## config.mk

```make
export PLATFORM = sky130hd
export DESIGN_NAME = game_sequencer_flat
export DESIGN_NICKNAME = d
export VERILOG_FILES = /design/src/rtl/pacman_pkg.sv /design/src/rtl/game_sequencer_if.sv /design/src/rtl/frame_timer.sv /design/src/rtl/game_sequencer.sv /design/src/flat_wrapper.sv
export SDC_FILE = /design/constraint.sdc
export NUM_CORES = 1
export LEC_CHECK = 0
export ABC_AREA = 0
export BUFFER_PORTS_ARGS = -buffer_cell sky130_fd_sc_hd__buf_2
export CAP_MARGIN = 20
export CORE_MARGIN = 8
export CORE_UTILIZATION = 26
export CTS_CLUSTER_SIZE = 12
export DETAILED_ROUTE_END_ITERATION = 8
export REMOVE_ABC_BUFFERS = 1
export SLEW_MARGIN = 40
export SYNTH_ARGS = -nofsm -noshare
export SYNTH_HDL_FRONTEND = slang
export SYNTH_HIERARCHICAL = 1
export SYNTH_SLANG_ARGS = --single-unit
```

## constraint.sdc

```tcl
create_clock -name clk -period 1.5 [get_ports clk]
set_input_delay 0.225 -clock clk [delete_from_list [all_inputs] [get_ports clk]]
set_output_delay 0.225 -clock clk [all_outputs]
set_load 0.005 [all_outputs]
```

## src/rtl/pacman_pkg.sv

```systemverilog
// Shared types and default game constants for the game sequencer slice.
// The state encoding is visible on the sequencer's state output.
package pacman_pkg;

  typedef enum logic [2:0] {
    S_IDLE      = 3'd0,
    S_SPAWN     = 3'd1,
    S_PLAY      = 3'd2,
    S_DEATH     = 3'd3,
    S_GAME_OVER = 3'd4,
    S_WIN       = 3'd5
  } game_state_t;

  localparam int DEF_LIVES        = 3;
  localparam int DEF_SPAWN_FRAMES = 60;
  localparam int DEF_DEATH_FRAMES = 90;
  localparam int DEF_NUM_COINS    = 4;

  function automatic int max_int(input int a, input int b);
    return (a > b) ? a : b;
  endfunction

endpackage

```

## src/rtl/game_sequencer_if.sv

```systemverilog
// Control/status bundle between the game sequencer and the rest of the game.
// The master side drives the game events and the slave side is the sequencer.
interface game_sequencer_if #(
  parameter int NUM_COINS = pacman_pkg::DEF_NUM_COINS
);
  import pacman_pkg::*;

  logic                 start;
  logic                 frame_start;
  logic                 move_tick;
  logic                 kill_pac;
  logic [NUM_COINS-1:0] coin_visible;
  game_state_t          state;
  logic                 move_en;
  logic                 entity_reset;
  logic                 coin_reset;
  logic [1:0]           lives;
  logic [7:0]           score;

  modport master (
    output start, frame_start, move_tick, kill_pac, coin_visible,
    input  state, move_en, entity_reset, coin_reset, lives, score
  );

  modport slave (
    input  start, frame_start, move_tick, kill_pac, coin_visible,
    output state, move_en, entity_reset, coin_reset, lives, score
  );

endinterface

```

## src/rtl/frame_timer.sv

```systemverilog
// Counts frame_start pulses and fires done on the pulse that reaches the
// terminal count; the sequencer shares it between SPAWN and DEATH.
module frame_timer #(
  parameter int CW = 8
) (
  input  logic          clk,
  input  logic          rst_n,
  input  logic          clear_i,
  input  logic          frame_start_i,
  input  logic [CW-1:0] terminal_i,
  output logic          done_o
);

  logic [CW-1:0] cnt_q;

  assign done_o = !clear_i && frame_start_i && (cnt_q == terminal_i - CW'(1));

  // NOTE: sequential state uses non-blocking assignments so every flop samples
  // the pre-edge values, whatever the order the always blocks are evaluated in.
  always_ff @(posedge clk or negedge rst_n) begin
    if (!rst_n) begin
      cnt_q <= '0;
    end else if (clear_i || done_o) begin
      cnt_q <= '0;
    end else if (frame_start_i) begin
      cnt_q <= cnt_q + CW'(1);
    end
  end

endmodule

```

## src/rtl/game_sequencer.sv

```systemverilog
// Top-level game flow FSM: IDLE -> SPAWN -> PLAY -> DEATH/WIN -> GAME_OVER,
// with lives, saturating score and the entity/coin reset strobes.
module game_sequencer #(
  parameter int LIVES        = pacman_pkg::DEF_LIVES,
  parameter int SPAWN_FRAMES = pacman_pkg::DEF_SPAWN_FRAMES,
  parameter int DEATH_FRAMES = pacman_pkg::DEF_DEATH_FRAMES,
  parameter int NUM_COINS    = pacman_pkg::DEF_NUM_COINS
) (
  input  logic             clk,
  input  logic             reset,
  game_sequencer_if.slave  bus
);
  import pacman_pkg::*;

  localparam int CW = $clog2(max_int(SPAWN_FRAMES, DEATH_FRAMES) + 1);

  logic [1:0]           rst_sync_q;
  logic                 rst_n;
  game_state_t          state_q;
  logic [1:0]           lives_q;
  logic [7:0]           score_q;
  logic [7:0]           score_d;
  logic [8:0]           score_sum;
  logic                 start_q;
  logic [NUM_COINS-1:0] coin_q;
  logic                 entity_reset_q;
  logic                 coin_reset_q;
  logic                 start_rise;
  logic                 timer_clear;
  logic                 timer_done;
  logic [CW-1:0]        timer_term;

  // NOTE: reset asserts asynchronously but is released only after two clock
  // edges, so no register leaves reset on a metastable or partial edge.
  always_ff @(posedge clk or negedge reset) begin
    if (!reset) rst_sync_q <= 2'b00;
    else        rst_sync_q <= {rst_sync_q[0], 1'b1};
  end
  assign rst_n = rst_sync_q[1];

  assign start_rise  = bus.start & ~start_q;
  assign timer_clear = !(state_q == S_SPAWN || state_q == S_DEATH);
  assign timer_term  = (state_q == S_SPAWN) ? CW'(SPAWN_FRAMES) : CW'(DEATH_FRAMES);

  frame_timer #(.CW(CW)) u_frame_timer (
    .clk          (clk),
    .rst_n        (rst_n),
    .clear_i      (timer_clear),
    .frame_start_i(bus.frame_start),
    .terminal_i   (timer_term),
    .done_o       (timer_done)
  );

  // Coins that vanished since last cycle are the ones pacman just ate.
  always_comb begin
    score_sum = {1'b0, score_q} + 9'($countones(coin_q & ~bus.coin_visible));
    score_d   = score_sum[8] ? 8'hFF : score_sum[7:0];
  end

  always_ff @(posedge clk or negedge rst_n) begin
    if (!rst_n) begin
      state_q        <= S_IDLE;
      lives_q        <= 2'd0;
      score_q        <= 8'd0;
      start_q        <= 1'b1;
      coin_q         <= '1;
      entity_reset_q <= 1'b1;
      coin_reset_q   <= 1'b1;
    end else begin
      start_q <= bus.start;
      coin_q  <= bus.coin_visible;
      unique case (state_q)
        S_IDLE, S_GAME_OVER, S_WIN: begin
          if (start_rise) begin
            state_q        <= S_SPAWN;
            lives_q        <= 2'(LIVES);
            score_q        <= 8'd0;
            entity_reset_q <= 1'b1;
            coin_reset_q   <= 1'b1;
          end
        end
        S_SPAWN: begin
          if (timer_done) begin
            state_q        <= S_PLAY;
            entity_reset_q <= 1'b0;
            coin_reset_q   <= 1'b0;
          end
        end
        S_PLAY: begin
          score_q <= score_d;
          // Clearing the last coin beats a simultaneous kill.
          if (bus.coin_visible == '0) begin
            state_q <= S_WIN;
          end else if (bus.kill_pac) begin
            state_q <= S_DEATH;
            if (lives_q != 2'd0) lives_q <= lives_q - 2'd1;
          end
        end
        S_DEATH: begin
          if (timer_done) begin
            if (lives_q == 2'd0) begin
              state_q <= S_GAME_OVER;
            end else begin
              state_q        <= S_SPAWN;
              entity_reset_q <= 1'b1;
              coin_reset_q   <= 1'b0;
            end
          end
        end
        default: begin
          state_q        <= S_IDLE;
          entity_reset_q <= 1'b1;
          coin_reset_q   <= 1'b1;
        end
      endcase
    end
  end

  assign bus.state        = state_q;
  assign bus.move_en      = bus.move_tick & (state_q == S_PLAY);
  assign bus.entity_reset = entity_reset_q;
  assign bus.coin_reset   = coin_reset_q;
  assign bus.lives        = lives_q;
  assign bus.score        = score_q;

endmodule

```

## src/flat_wrapper.sv

```systemverilog
// flat-port wrapper written by rule: the top's interface ports become plain ports
module game_sequencer_flat import pacman_pkg::*;
#(
  parameter int LIVES        = pacman_pkg::DEF_LIVES,
  parameter int SPAWN_FRAMES = pacman_pkg::DEF_SPAWN_FRAMES,
  parameter int DEATH_FRAMES = pacman_pkg::DEF_DEATH_FRAMES,
  parameter int NUM_COINS    = pacman_pkg::DEF_NUM_COINS
)
  (clk, reset, bus_start, bus_frame_start, bus_move_tick, bus_kill_pac, bus_coin_visible, bus_state, bus_move_en, bus_entity_reset, bus_coin_reset, bus_lives, bus_score);
  game_sequencer_if #(.NUM_COINS(NUM_COINS)) bus_i ();
  input  logic clk;
  input  logic reset;
  input wire logic [$bits(bus_i.start)-1:0] bus_start;
  input wire logic [$bits(bus_i.frame_start)-1:0] bus_frame_start;
  input wire logic [$bits(bus_i.move_tick)-1:0] bus_move_tick;
  input wire logic [$bits(bus_i.kill_pac)-1:0] bus_kill_pac;
  input wire logic [$bits(bus_i.coin_visible)-1:0] bus_coin_visible;
  output wire logic [$bits(bus_i.state)-1:0] bus_state;
  output wire logic [$bits(bus_i.move_en)-1:0] bus_move_en;
  output wire logic [$bits(bus_i.entity_reset)-1:0] bus_entity_reset;
  output wire logic [$bits(bus_i.coin_reset)-1:0] bus_coin_reset;
  output wire logic [$bits(bus_i.lives)-1:0] bus_lives;
  output wire logic [$bits(bus_i.score)-1:0] bus_score;
  assign bus_i.start = bus_start;
  assign bus_i.frame_start = bus_frame_start;
  assign bus_i.move_tick = bus_move_tick;
  assign bus_i.kill_pac = bus_kill_pac;
  assign bus_i.coin_visible = bus_coin_visible;
  assign bus_state = bus_i.state;
  assign bus_move_en = bus_i.move_en;
  assign bus_entity_reset = bus_i.entity_reset;
  assign bus_coin_reset = bus_i.coin_reset;
  assign bus_lives = bus_i.lives;
  assign bus_score = bus_i.score;
  game_sequencer #(.LIVES(LIVES), .SPAWN_FRAMES(SPAWN_FRAMES), .DEATH_FRAMES(DEATH_FRAMES), .NUM_COINS(NUM_COINS)) u_core (.clk(clk), .reset(reset), .bus(bus_i));
endmodule
```

==> flow_summary.yaml <==
power_and_ir_drop:
  p_switching_mw: 0.944
  power.total_mw: 2.93
  intPower_mw: 1.99
  powerDensity_nw_per_um2: 1130
  switching_share: 0.322
  p_comb_frac: 0.396
  peakVddDrop_mv: 0.316
  power_leakage_nw: 1.18
  pwr-share-seq: 0.357
  p_clk_frac: 0.247
detailed_routing:
  detail_route.wl_per_cell_um: 13.4
  first_pass_iters: 4
  drc_errors: 0
  ant_nets: 0
  initialDrtViolationCount: 28
  via_per_inst: 4.63
  wirelength_mm: 4.48
  num_vias: 1551
sta:
  fmax_mhz: 388
  drv_slew: 0
  final_hold_viol_count: 0
  slew_headroom: 0.658
  fin_crit_sh: 1.72
  final.setup.tns_ps: -16090
  worstMarginPinSlew_ps: 513
  skew_ps: 7.43
  rsz0062_at_grt: "yes"
  timing.final.ws_setup_ps: -1080
  setup_viol: 21
  min_period_ps: 2580
cts:
  clock_latency_ps: 280
  clock-root-buffer: "clkbuf_8"
  numCtsBuffers: 5
  cts_sinks: 29
  cts_max_level: 2
  clk_pin_slew_ps: 70
  cts_tree: "built"
  clock_path_buffers: 2
grt:
  antenna_found_initial: 0
  overflow: 0
  grt_max_degree: 28
  grt_pass1_wl_mm: 7.60
  grt_pass1_vias: 1628
  track_usage: 0.0971
layout:
  syn_to_final_growth_pct: 44.6
  layout.nets: 271
  n_antenna_cell: 0
  drive_gt1_frac: 0.455
  fin_area_um2: 2600
  postLayoutCoreUtil: 0.384
  fillCellCount: 673
setup_path:
  reg2reg_slack_ps: -1080
  startpoint_type: "register"
  r2r_start: "u_core/coin_q[0]$_DFF_PN1_"
  startpoint: "u_core/coin_q[0]$_DFF_PN1_"
  cp.required_ps: 1680
  crit_arrival_ps: 2750
  crit_type: "reg -> reg"
  setup.worst_path.end_class: "register"
  r2r_cells: 9
  critPathMaxFanout: 3
  rr_endpoint: "u_core/bus.score[6]$_DFFE_PN0P_"
min_path:
  hp-class: "in -> reg"
  hold_path_startpoint: "bus_coin_visible[1]"
  worstHoldPathCells: 1
  hold_end: "u_core/coin_q[1]$_DFF_PN1_"
yosys:
  synth.most_common_cell: "dfrtp_1"
  ys_seq_area_frac: 0.409
  async_flop_share: 1.00
  synth.top_cell.area_share: 0.306
  syn_area_um2: 1800
  synth_cell_type_count: 60
  synthCells: 176
  synth_area_per_cell_um2: 10.2
  ys.warnings.count: 6
  synth_area_leader_cell: "dfrtp_1"
  synthTopCellsByCount: "dfrtp_1, nand2_1, inv_1, nor3_1"
  synth_edf_count: 0
  synth.area.top_cells: "dfrtp_1, dfstp_2, xnor2_1"
  synth-seq-cells: 29
  synth_flop_cell: "dfrtp_1"
floorplan:
  die_w_um: 99.1
  io_pins: 26
  start_util: 0.266
  coreArea_um2: 6760
  rows: 30
  dieHeight_um: 99.1
  die-area_um2: 9830
placement:
  portBuffers: 25
  dp_hpwl_mm: 3.24
  gp_congestion: 0.811
  place_ws_ps: -1210
  placedInstanceArea_um2: 2270
job:
  drv_cap: 0
status:
  status: "finished with violations"
  violations: "negative setup slack"
==> cell families after synthesis <==
| logic type | share of synthesized area |
|---|---|
| AO/OA/AOI/OAI | 0.194 |
| multiplexers | 0.00557 |
| flip-flops | 0.409 |
| buffers and inverters | 0.0369 |
| XOR/XNOR | 0.0780 |
| adder cells (fa/ha/maj) | 0.0613 |
| other | 0.00418 |
| AND/OR/NAND/NOR | 0.212 |
==> area by class of cell <==
cell class                      instances  area, um^2  share of cell area
Multi-Input combinational cell        141        1150               0.445
Sequential cell                        29         734               0.283
Timing Repair Buffer                   66         465               0.179
Tap cell                               80         100              0.0385
Clock buffer                            7        96.3              0.0371
Inverter                               11        41.3              0.0159
Clock inverter                          1        5.00             0.00193
==> per-stage QoR <==
step	hold WS, ps	instances
2_1_floorplan	-70.6	181
3_3_place_gp	11.6	317
3_5_place_dp	13.0	317
4_1_cts	56.2	329
5_1_grt	55.8	335
6_report	67.9	335
==> cells in the final DEF (no fill, tap or decap), types with 2 or more instances in the layout <==
master    netlist  routed
inv_2           2       4
a21oi_1         8       4
nor3_1          9       7
conb_1          2      12
nand4_1         4       4
nand4b_1        2       2
fa_2            0       2
nor2_1          2       2
o21ai_0         5       2
o211ai_1        2       2
nand2b_4        2       3
a22o_1          4       4
dfrtp_1        22      22
buf_6           0       6
a21o_1          4       4
o21ai_1         6       9
buf_4           1      33
nand2b_1        6       6
xnor2_2         0       2
nand2_1        10      10
dfstp_2         7       7
a21oi_2         0       4
buf_2           2      25
clkbuf_8        0       7
nor2_2          3       2
ha_1            4       3
xnor2_1         8       6
xor2_1          8       8
inv_1           9       7
a31oi_1         2       2
nor3_2          0       2
==> state kept, by name, summed over array words and instances (netlist names) <==
| signal | cells |
|---|---|
| u_core/coin_q | 4 |
| u_core/bus.entity_reset | 1 |
| u_core/bus.state | 3 |
| u_core/start_q | 1 |
| u_core/rst_sync_q | 2 |
| u_core/u_frame_timer/cnt_q | 7 |
| u_core/bus.lives | 2 |
| u_core/bus.coin_reset | 1 |
| u_core/bus.score | 8 |
==> critical path: stages (launching register included) <==
cell	delay, ps
dfstp_2	520
nand2b_1	70
fa_1	480
fa_2	370
inv_2	70
fa_2	210
and4_4	230
or3b_1	340
a21oi_1	130
nor2_1	50
==> power groups by stage <==
stage / Combinational, mW / Sequential (mW) / Clock, mW
finish: 1.16 / 1.05 / 0.724
floorplan: 0.541 / 1.12 / 0
global placement: 0.999 / 1.05 / 0
detailed placement: 1.02 / 1.05 / 0
global route: 1.29 / 1.07 / 0.785
CTS: 1.12 / 1.05 / 0.750
==> how the worst max path moves through the flow <==
stage | endpoint | slack (ps) | cells past startpoint
after detailed placement | u_core/bus.score[6]$_DFFE_PN0P_ | -1210 | 9
after floorplan | u_core/bus.score[6]$_DFFE_PN0P_ | -1140 | 9
final | u_core/bus.score[6]$_DFFE_PN0P_ | -1080 | 9
after CTS | u_core/bus.score[6]$_DFFE_PN0P_ | -1060 | 9
after global placement | u_core/bus.score[6]$_DFFE_PN0P_ | -1160 | 9
after global routing | u_core/bus.score[2]$_DFFE_PN0P_ | -1160 | 9
==> what timing repair did <==
item	CTS	global route
hold endpoints to repair	2	0
setup buffers	3	9
pin swaps	24	12
hold buffers	1	0
setup endpoints to repair	21	23
resized for setup	23	15
==> routing by layer <==
metal  wire length, um  global-route usage  vias up  part of all wire
li1                  -                   -      777                 -
met1              1970               0.111      744              0.44
met2              2270               0.163       23              0.51
met3               178              0.0328        7             0.040
met4                63              0.0384        0             0.014
met5                 0                   0        -                 0
No activity file was read; power rests on OpenSTA's default activity.
